### src/rtl/instruction_loader_if.sv
// Program-load bus between the debug unit's byte loader and instruction memory.
// The chk_err signal exists only when LOADER_CHECKSUM_EN is defined.
interface instruction_loader_if;
    logic        start;
    logic [7:0]  rx_data;
    logic        rx_valid;
    logic        wr_instruction;
    logic [31:0] data_instruction;
    logic [31:0] wr_addr;
    logic        busy;
    logic        load_done;
    logic        full_err;
    logic [31:0] word_count;
`ifdef LOADER_CHECKSUM_EN
    logic        chk_err;

    modport master (
        input  start, rx_data, rx_valid,
        output wr_instruction, data_instruction, wr_addr,
        output busy, load_done, full_err, word_count, chk_err
    );
    modport slave (
        output start, rx_data, rx_valid,
        input  wr_instruction, data_instruction, wr_addr,
        input  busy, load_done, full_err, word_count, chk_err
    );
`else
    modport master (
        input  start, rx_data, rx_valid,
        output wr_instruction, data_instruction, wr_addr,
        output busy, load_done, full_err, word_count
    );
    modport slave (
        output start, rx_data, rx_valid,
        input  wr_instruction, data_instruction, wr_addr,
        input  busy, load_done, full_err, word_count
    );
`endif
endinterface

### src/rtl/instruction_loader.sv
// Packs UART bytes (MSB first) into 32-bit words and writes them to instruction memory
// until the halt word or the last address. Define LOADER_CHECKSUM_EN for a trailing XOR check byte.
module instruction_loader #(
    parameter int unsigned DEPTH     = 32,
    parameter logic [31:0] HALT_WORD = 32'hFFFF_FFFF
) (
    input logic                  clk,
    input logic                  rst,
    instruction_loader_if.master bus
);
    typedef enum logic [1:0] {
        IDLE,
        LOAD,
        DONE
`ifdef LOADER_CHECKSUM_EN
        ,
        CHECK
`endif
    } state_t;

    localparam logic [31:0] LAST_ADDR = 32'(DEPTH - 1);

    state_t      state_reg;
    logic [1:0]  byte_cnt_reg;
    logic [23:0] asm_reg;
    logic [31:0] word_next;
    logic        take_start;
    logic        take_byte;
    logic        word_done;
`ifdef LOADER_CHECKSUM_EN
    logic [7:0]  xor_reg;
`endif

    assign word_next  = {asm_reg, bus.rx_data};
    assign take_start = bus.start && (state_reg == IDLE || state_reg == DONE);
    assign take_byte  = bus.rx_valid && (state_reg == LOAD);
    assign word_done  = take_byte && (byte_cnt_reg == 2'd3);

    // word_count doubles as the next write address: both start at 0 and advance together.
    always_ff @(posedge clk or negedge rst) begin
        if (!rst) begin
            state_reg            <= IDLE;
            byte_cnt_reg         <= 2'd0;
            asm_reg              <= 24'd0;
            bus.wr_instruction   <= 1'b0;
            bus.data_instruction <= 32'd0;
            bus.wr_addr          <= 32'd0;
            bus.busy             <= 1'b0;
            bus.load_done        <= 1'b0;
            bus.full_err         <= 1'b0;
            bus.word_count       <= 32'd0;
`ifdef LOADER_CHECKSUM_EN
            xor_reg              <= 8'd0;
            bus.chk_err          <= 1'b0;
`endif
        end else begin
            bus.wr_instruction <= 1'b0;
            if (take_start) begin
                state_reg      <= LOAD;
                byte_cnt_reg   <= 2'd0;
                bus.busy       <= 1'b1;
                bus.load_done  <= 1'b0;
                bus.full_err   <= 1'b0;
                bus.word_count <= 32'd0;
`ifdef LOADER_CHECKSUM_EN
                xor_reg        <= 8'd0;
                bus.chk_err    <= 1'b0;
`endif
            end else if (take_byte) begin
                byte_cnt_reg <= byte_cnt_reg + 2'd1;
                asm_reg      <= word_next[23:0];
`ifdef LOADER_CHECKSUM_EN
                xor_reg      <= xor_reg ^ bus.rx_data;
`endif
                if (word_done) begin
                    bus.wr_instruction   <= 1'b1;
                    bus.data_instruction <= word_next;
                    bus.wr_addr          <= bus.word_count;
                    bus.word_count       <= bus.word_count + 32'd1;
                    // Halt has priority, so a halt word at the last address is a clean finish.
                    if (word_next == HALT_WORD) begin
                        bus.busy      <= 1'b0;
`ifdef LOADER_CHECKSUM_EN
                        state_reg     <= CHECK;
`else
                        state_reg     <= DONE;
                        bus.load_done <= 1'b1;
`endif
                    end else if (bus.word_count == LAST_ADDR) begin
                        state_reg     <= DONE;
                        bus.busy      <= 1'b0;
                        bus.load_done <= 1'b1;
                        bus.full_err  <= 1'b1;
                    end
                end
            end
`ifdef LOADER_CHECKSUM_EN
            else if (state_reg == CHECK && bus.rx_valid) begin
                state_reg     <= DONE;
                bus.load_done <= 1'b1;
                bus.chk_err   <= (bus.rx_data != xor_reg);
            end
`endif
        end
    end
endmodule
### src/flat_wrapper.sv
// flat-port wrapper written by rule: the top's interface ports become plain ports
module instruction_loader_flat 
#(
    parameter int unsigned DEPTH     = 32,
    parameter logic [31:0] HALT_WORD = 32'hFFFF_FFFF
)
  (clk, rst, bus_start, bus_rx_data, bus_rx_valid, bus_wr_instruction, bus_data_instruction, bus_wr_addr, bus_busy, bus_load_done, bus_full_err, bus_word_count);
  instruction_loader_if bus_i ();
  input logic clk;
  input logic rst;
  input wire logic [$bits(bus_i.start)-1:0] bus_start;
  input wire logic [$bits(bus_i.rx_data)-1:0] bus_rx_data;
  input wire logic [$bits(bus_i.rx_valid)-1:0] bus_rx_valid;
  output wire logic [$bits(bus_i.wr_instruction)-1:0] bus_wr_instruction;
  output wire logic [$bits(bus_i.data_instruction)-1:0] bus_data_instruction;
  output wire logic [$bits(bus_i.wr_addr)-1:0] bus_wr_addr;
  output wire logic [$bits(bus_i.busy)-1:0] bus_busy;
  output wire logic [$bits(bus_i.load_done)-1:0] bus_load_done;
  output wire logic [$bits(bus_i.full_err)-1:0] bus_full_err;
  output wire logic [$bits(bus_i.word_count)-1:0] bus_word_count;
  assign bus_i.start = bus_start;
  assign bus_i.rx_data = bus_rx_data;
  assign bus_i.rx_valid = bus_rx_valid;
  assign bus_wr_instruction = bus_i.wr_instruction;
  assign bus_data_instruction = bus_i.data_instruction;
  assign bus_wr_addr = bus_i.wr_addr;
  assign bus_busy = bus_i.busy;
  assign bus_load_done = bus_i.load_done;
  assign bus_full_err = bus_i.full_err;
  assign bus_word_count = bus_i.word_count;
  instruction_loader #(.DEPTH(DEPTH), .HALT_WORD(HALT_WORD)) u_core (.clk(clk), .rst(rst), .bus(bus_i));
endmodule
### config.mk
export PLATFORM = sky130hd
export DESIGN_NAME = instruction_loader_flat
export DESIGN_NICKNAME = d
export VERILOG_FILES = /design/src/rtl/instruction_loader_if.sv /design/src/rtl/instruction_loader.sv /design/src/flat_wrapper.sv
export SDC_FILE = /design/constraint.sdc
export NUM_CORES = 1
export LEC_CHECK = 0
export BUFFER_PORTS_ARGS = -buffer_cell sky130_fd_sc_hd__buf_2
export CAP_MARGIN = 10
export CORE_MARGIN = 2
export CORE_UTILIZATION = 54
export DETAILED_ROUTE_END_ITERATION = 10
export HOLD_SLACK_MARGIN = 0.05
export PLACE_DENSITY = 0.91
export SYNTH_ARGS = -nofsm -noshare
export SYNTH_HDL_FRONTEND = slang
export SYNTH_SLANG_ARGS = --single-unit
### constraint.sdc
create_clock -name clk -period 2 [get_ports clk]
set_input_delay 0.4 -clock clk [delete_from_list [all_inputs] [get_ports clk]]
set_output_delay 0.4 -clock clk [all_outputs]
set_load 0.03 [all_outputs]
==> results of run 1 <==
==> synth_stat cells, drive strengths merged (2+ instances only) <==
cell / count
and3: 6
and4: 2
buf: 5
clkbuf: 16
dfrtp: 126
ha: 2
mux2: 24
nand2: 211
nand3: 14
nand4: 23
nor2: 32
nor3: 6
nor4: 8
o211ai: 3
o21ai: 5
or4: 4
xnor2: 5
xor2: 22
==> routing by layer <==
metal	up-vias	track usage, %	share of wire [%]
met5	-	0	0
met4	0	12.82	2.7
met3	38	7.592	7.0
met2	205	40.62	50
met1	2145	34.16	40
li1	1999	-	-
==> layout make-up <==
class	instances	area, µm²
Clock inverter	12	137.6
Sequential cell	126	3153
Tap cell	129	161.4
Clock buffer	19	441.7
Multi-Input combinational cell	377	1993
Inverter	2	7.507
Fill cell	644	2670
Timing Repair Buffer	133	763.2
==> power by group <==
part           internal (mW)  total, mW  switching [mW]
Combinational          0.648       2.22            1.57
Clock                   1.84       2.96            1.12
Sequential              3.03       3.37           0.342
==> worst max-delay path: stages (launching register included) <==
cell and delay, ns:
dfrtp_1 0.38, ha_1 0.21, nand4b_4 0.18, nor4_4 0.30, buf_4 0.22, nand4_1 0.13, xor2_1 0.19, nor2_1 0.08
==> cells by family after synthesis <==
logic type	count (synthesis)	synth area share [%]
flops	126	60.24
xor+xnor	27	4.518
mux	25	5.355
buf+inv	23	1.721
simple gates	312	26.39
fa+ha+maj	2	0.4780
compound gates	11	1.291
==> through the flow <==
step	hold WS [ns]	cell area (µm²)	total power, mW	util [%]
global route	0.1098	6658	8.956	71.37
detailed placement	0.3769	6068	5.620	65.06
CTS	0.09534	6658	8.609	71.37
global placement	0.3720	6068	5.526	65.06
finish	0.1122	6658	8.552	71.37
floorplan	0.1044	5234	4.816	-
==> what timing repair did <==
item                                    CTS  global route
hold endpoints to repair                 29             0
endpoints found under the setup margin    0             0
hold buffers                              1             0
==> path summary, 6_finish.rpt <==
path                                                     from                                    endpoint  slack (ns)  cells past startpoint
min                                            bus_rx_data[1]  u_core.bus.data_instruction[1]$_DFFE_PN0P_        0.11                      3
max                        u_core.byte_cnt_reg[0]$_DFFE_PN0P_       u_core.bus.word_count[22]$_DFFE_PN0P_        0.17                      7
min in group asynchronous                                 rst              u_core.asm_reg[13]$_DFFE_PN0P_        0.39                      2
max in group asynchronous                                 rst  u_core.bus.data_instruction[6]$_DFFE_PN0P_        1.01                      3
max reg2reg                u_core.byte_cnt_reg[0]$_DFFE_PN0P_       u_core.bus.word_count[22]$_DFFE_PN0P_        0.17                      7
min reg2reg                u_core.bus.wr_addr[14]$_DFFE_PN0P_          u_core.bus.wr_addr[14]$_DFFE_PN0P_        0.47                      2
==> flow_summary.yaml, run 1 <==
clock_tree:
  cts-root-buf: "clkbuf_8"
  cts_buffer_depth: 2
  cts_max_level: 4
  clkTransAtPathRegs_ns: 0.06
  cts.sinks: 126
  cts_tree: "done"
  clock_latency_ns: 0.52
  cts_buffers: 17
  cts_resized: 0
  cts_setup_buffers: 0
place:
  dp_hpwl_mm: 8.719
  dp.cells: 766
  numPortBuffers: 111
  post-place-ws_ns: 0.2441
  gp_congestion: 0.8924
final_layout:
  drive_gt1_share_pct: 29.00
  diodes: 0
  final_cells: 798
  top_regs: "u_core.bus.data_instruction (32), u_core.bus.word_count (32), u_core.bus.wr_addr (32)"
  layout_commonest_cell: "nand2_1"
  num-nets-final: 671
  mostFrequentLayoutCells: "nand2_1 (211), dfrtp_1 (126), buf_2 (110)"
  syn_to_final_growth_pct: 27.21
timing:
  tightest_slew_ns: 0.4993
  fin_crit_ns: 1.830
  finalCritPeriodShare_pct: 91.50
  maxSlewHeadroom_pct: 66.56
  setup_violations: 0
  hold_viol: 0
  layout_setup_ws_ns: 0.1699
  worst_clock_skew_ns: 0.007577
  clock.fmax_mhz: 546.4
  finalMaxSlewViolations: 0
  rsz0062_at_grt: "no"
  tns_ns: 0
worst_setup_path:
  worst_ep_arrival_time_ns: 2.21
  crit_fanout: 10
  criticalPathCategory: "reg -> reg"
  cp-end-kind: "register"
  cp-start-kind: "register"
  critPathRequiredTime_ns: 2.38
worst_hold_path:
  worstHoldPathType: "in -> reg"
routing:
  vias: 4387
  first_pass_iters: 5
  via_per_inst: 5.497
  post_drt_wl_per_cell_um: 16.14
  initialDrtViolationCount: 354
  drc: 0
  ant_nets: 0
  routed_wl_mm: 12.88
global_route:
  grt_pass1_vias: 4220
  overflow: 0
  grt_max_degree: 41
  grt_pass1_wl_mm: 20.87
  grt_usage_pct: 26.25
  antenna_found_initial: 0
floorplanning:
  dieWidth_um: 102.5
  ios: 112
  start_util_pct: 56.11
  die_y_um: 102.5
  die_area_um2: 10500
  core_um2: 9328
  fp-row-count: 35
synthesis:
  synth-edff-count: 0
  synth_nets: 540
  synth.avg_cell_area_um2: 9.950
  yosysTopAreaCellShare_pct: 60.24
  synthFlopType: "dfrtp_1"
  netlist_instances: 526
  ys_warn_count: 0
  yosysTopAreaCell: "dfrtp_1"
  seq_area_frac_synth_pct: 60.24
  ys_ff_latch: 126
  netlist_area_um2: 5234
  synthTopCellsByArea: "dfrtp_1 (60%), nand2_1 (15%), mux2_2 (5.2%)"
  synthDistinctLibCells: 35
  async_flop_share_pct: 100.0
pwr:
  power.leakage_nw: 3.632
  ir_drop_v: 0.0009202
  pwr_density_cell_nw_per_um2: 1284
outcome:
  status: "finished clean"
flow_run:
  max-cap-violations: 0
Power figures use the tool's default switching activity.
==> run 2: changes to the inputs <==
--- a/config.mk
+++ b/config.mk
@@ -7,6 +7,7 @@
 export LEC_CHECK = 0
 export BUFFER_PORTS_ARGS = -buffer_cell sky130_fd_sc_hd__buf_2
 export CAP_MARGIN = 10
+export CORE_ASPECT_RATIO = 0.6
 export CORE_MARGIN = 2
 export CORE_UTILIZATION = 54
 export DETAILED_ROUTE_END_ITERATION = 10
==> run 2 against run 1 <==
Design area is 0.75% higher; routed wire length is 8.3% higher; total power is 1.6% higher; worst hold slack better by 0.11 ns; critical endpoint is now u_core.bus.word_count[21]$_DFFE_PN0P_; largest power group unchanged; utilization is 0.83 points higher; die area is 0.24% higher; critical path depth is 1 higher; sequential cell count stayed put; register-to-register slack worse by 0.10 ns; sequential share of layout area is 0.35 points lower; combinational power is 2% higher.
==> flow_summary.yaml, run 2 (synthesized netlist as in run 1, its figures left out) <==
outcome:
  status: "finished clean"
global_route:
  overflow: 0
  grt_pass1_vias: 4275
  antenna_found_initial: 0
  grt_max_degree: 68
  grt_usage_pct: 28.47
  grt_pass1_wl_mm: 22.18
floorplanning:
  dieWidth_um: 131.1
  die_y_um: 80.26
  die_area_um2: 10520
  start_util_pct: 56.34
  ios: 112
  fp-row-count: 27
  core_um2: 9290
place:
  dp_hpwl_mm: 9.258
  gp_congestion: 0.8845
  numPortBuffers: 111
  dp.cells: 767
worst_setup_path:
  critPathRequiredTime_ns: 2.30
  r2r_setup_slack_ns: 0.07
  crit_start: "u_core.byte_cnt_reg[0]$_DFFE_PN0P_"
  worst_ep_arrival_time_ns: 2.23
  crit_fanout: 5
  r2r_end: "u_core.bus.word_count[21]$_DFFE_PN0P_"
  cp-start-kind: "register"
  timing.rr.start: "u_core.byte_cnt_reg[0]$_DFFE_PN0P_"
  r2r_cells: 8
  cp-end-kind: "register"
  criticalPathCategory: "reg -> reg"
routing:
  via_per_inst: 5.611
  ant_nets: 0
  first_pass_iters: 5
  post_drt_wl_per_cell_um: 17.37
  initialDrtViolationCount: 531
  drc: 0
  routed_wl_mm: 13.95
  vias: 4506
final_layout:
  num-nets-final: 674
  top_regs: "u_core.bus.data_instruction (32), u_core.bus.word_count (32), u_core.bus.wr_addr (32)"
  layout_commonest_cell: "nand2_1"
  syn_to_final_growth_pct: 28.16
  drive_gt1_share_pct: 29.12
  diodes: 0
  mostFrequentLayoutCells: "nand2_1 (211), dfrtp_1 (126), buf_2 (110)"
  final_cells: 803
pwr:
  ir_drop_v: 0.0008086
  p_total_mw: 8.686
  power.leakage_nw: 3.683
  pwr_density_cell_nw_per_um2: 1295
clock_tree:
  cts_max_level: 4
  cts-root-buf: "clkbuf_16"
  clock_latency_ns: 0.42
  cts_tree: "done"
  clkTransAtPathRegs_ns: 0.06
  cts_resized: 0
  cts_buffer_depth: 2
  cts.sinks: 126
  cts_buffers: 17
timing:
  clock.fmax_mhz: 517.3
  worst_clock_skew_ns: 0.007201
  hold_viol: 0
  finalMaxSlewViolations: 0
  finalCritPeriodShare_pct: 96.66
  fin_crit_ns: 1.933
  tightest_slew_ns: 0.3810
  maxSlewHeadroom_pct: 74.56
  setup_violations: 0
worst_hold_path:
  hold_path_depth: 3
  min_to: "u_core.bus.data_instruction[5]$_DFFE_PN0P_"
  min_from: "bus_rx_data[5]"
  worstHoldPathType: "in -> reg"
flow_run:
  max-cap-violations: 0
## run 2: cell count changes in the layout (fill, tap and decap cells not counted), sizes merged
cell	delta
clkbuf	+8
clkinv	+1
buf	+3
bufinv	-1
clkinvlp	-5
inv	-2
## run 2: area by class of cell
class | count | area, µm²
clock buffer | 27 | 543.0
clock inverter | 5 | 50.05
fill | 633 | 2582
inverter | 2 | 7.507
multi-input combinational | 377 | 1993
sequential | 126 | 3153
tap | 130 | 162.7
timing repair buffer | 136 | 798.3
## run 2: where the power goes
part / internal, mW / switching (mW)
Clock: 1.97 / 1.07
Combinational: 0.669 / 1.60
Sequential: 3.03 / 0.348
Total: 5.67 / 3.02
## run 2: worst max path at each step
stage / end / depth (start not counted)
after floorplan: u_core.bus.word_count[31]$_DFFE_PN0P_ / 5
after global placement: u_core.bus.word_count[29]$_DFFE_PN0P_ / 6
after detailed placement: u_core.bus.word_count[29]$_DFFE_PN0P_ / 6
after CTS: u_core.bus.word_count[28]$_DFFE_PN0P_ / 7
after global routing: u_core.bus.word_count[14]$_DFFE_PN0P_ / 6
final: u_core.bus.word_count[21]$_DFFE_PN0P_ / 8
## run 2: timing repair
item	CTS	global route
setup endpoints to repair	0	10
buffers inserted	0	3
endpoints found under the hold margin	126	0
hold buffers	1	0
## run 2: worst max-delay path, stage by stage, from the launching register on
cell and delay [ns]:
dfrtp_1 0.39, ha_1 0.22, nand4b_4 0.20, buf_12 0.19, nor3_1 0.24, buf_4 0.20
nand4_1 0.14, xor2_1 0.16, nor2_1 0.05
## run 2: stage by stage
| stage | hold slack, ns | area [µm²] | utilization (%) | TNS [ns] | worst slack, ns |
|---|---|---|---|---|---|
| global route | 0.2144 | 6708 | 72.20 | -0.03521 | -0.02448 |
| detailed placement | 0.4377 | 6070 | 65.33 | 0 | 0.07676 |
| floorplan | 0.1044 | 5234 | - | 0 | 0.1119 |
| global placement | 0.4284 | 6070 | 65.33 | 0 | 0.1791 |
| CTS | 0.2107 | 6673 | 71.82 | 0 | 0.03001 |
| finish | 0.2212 | 6708 | 72.20 | 0 | 0.06688 |
## run 2: routing by layer
metal | wire [µm] | vias to the layer above | global-route usage (%)
met2 | 6271 | 252 | 41.66
li1 | - | 2012 | -
met4 | 244 | 0 | 8.298
met1 | 6035 | 2206 | 39.65
met3 | 1394 | 36 | 10.93
met5 | 0 | - | 0
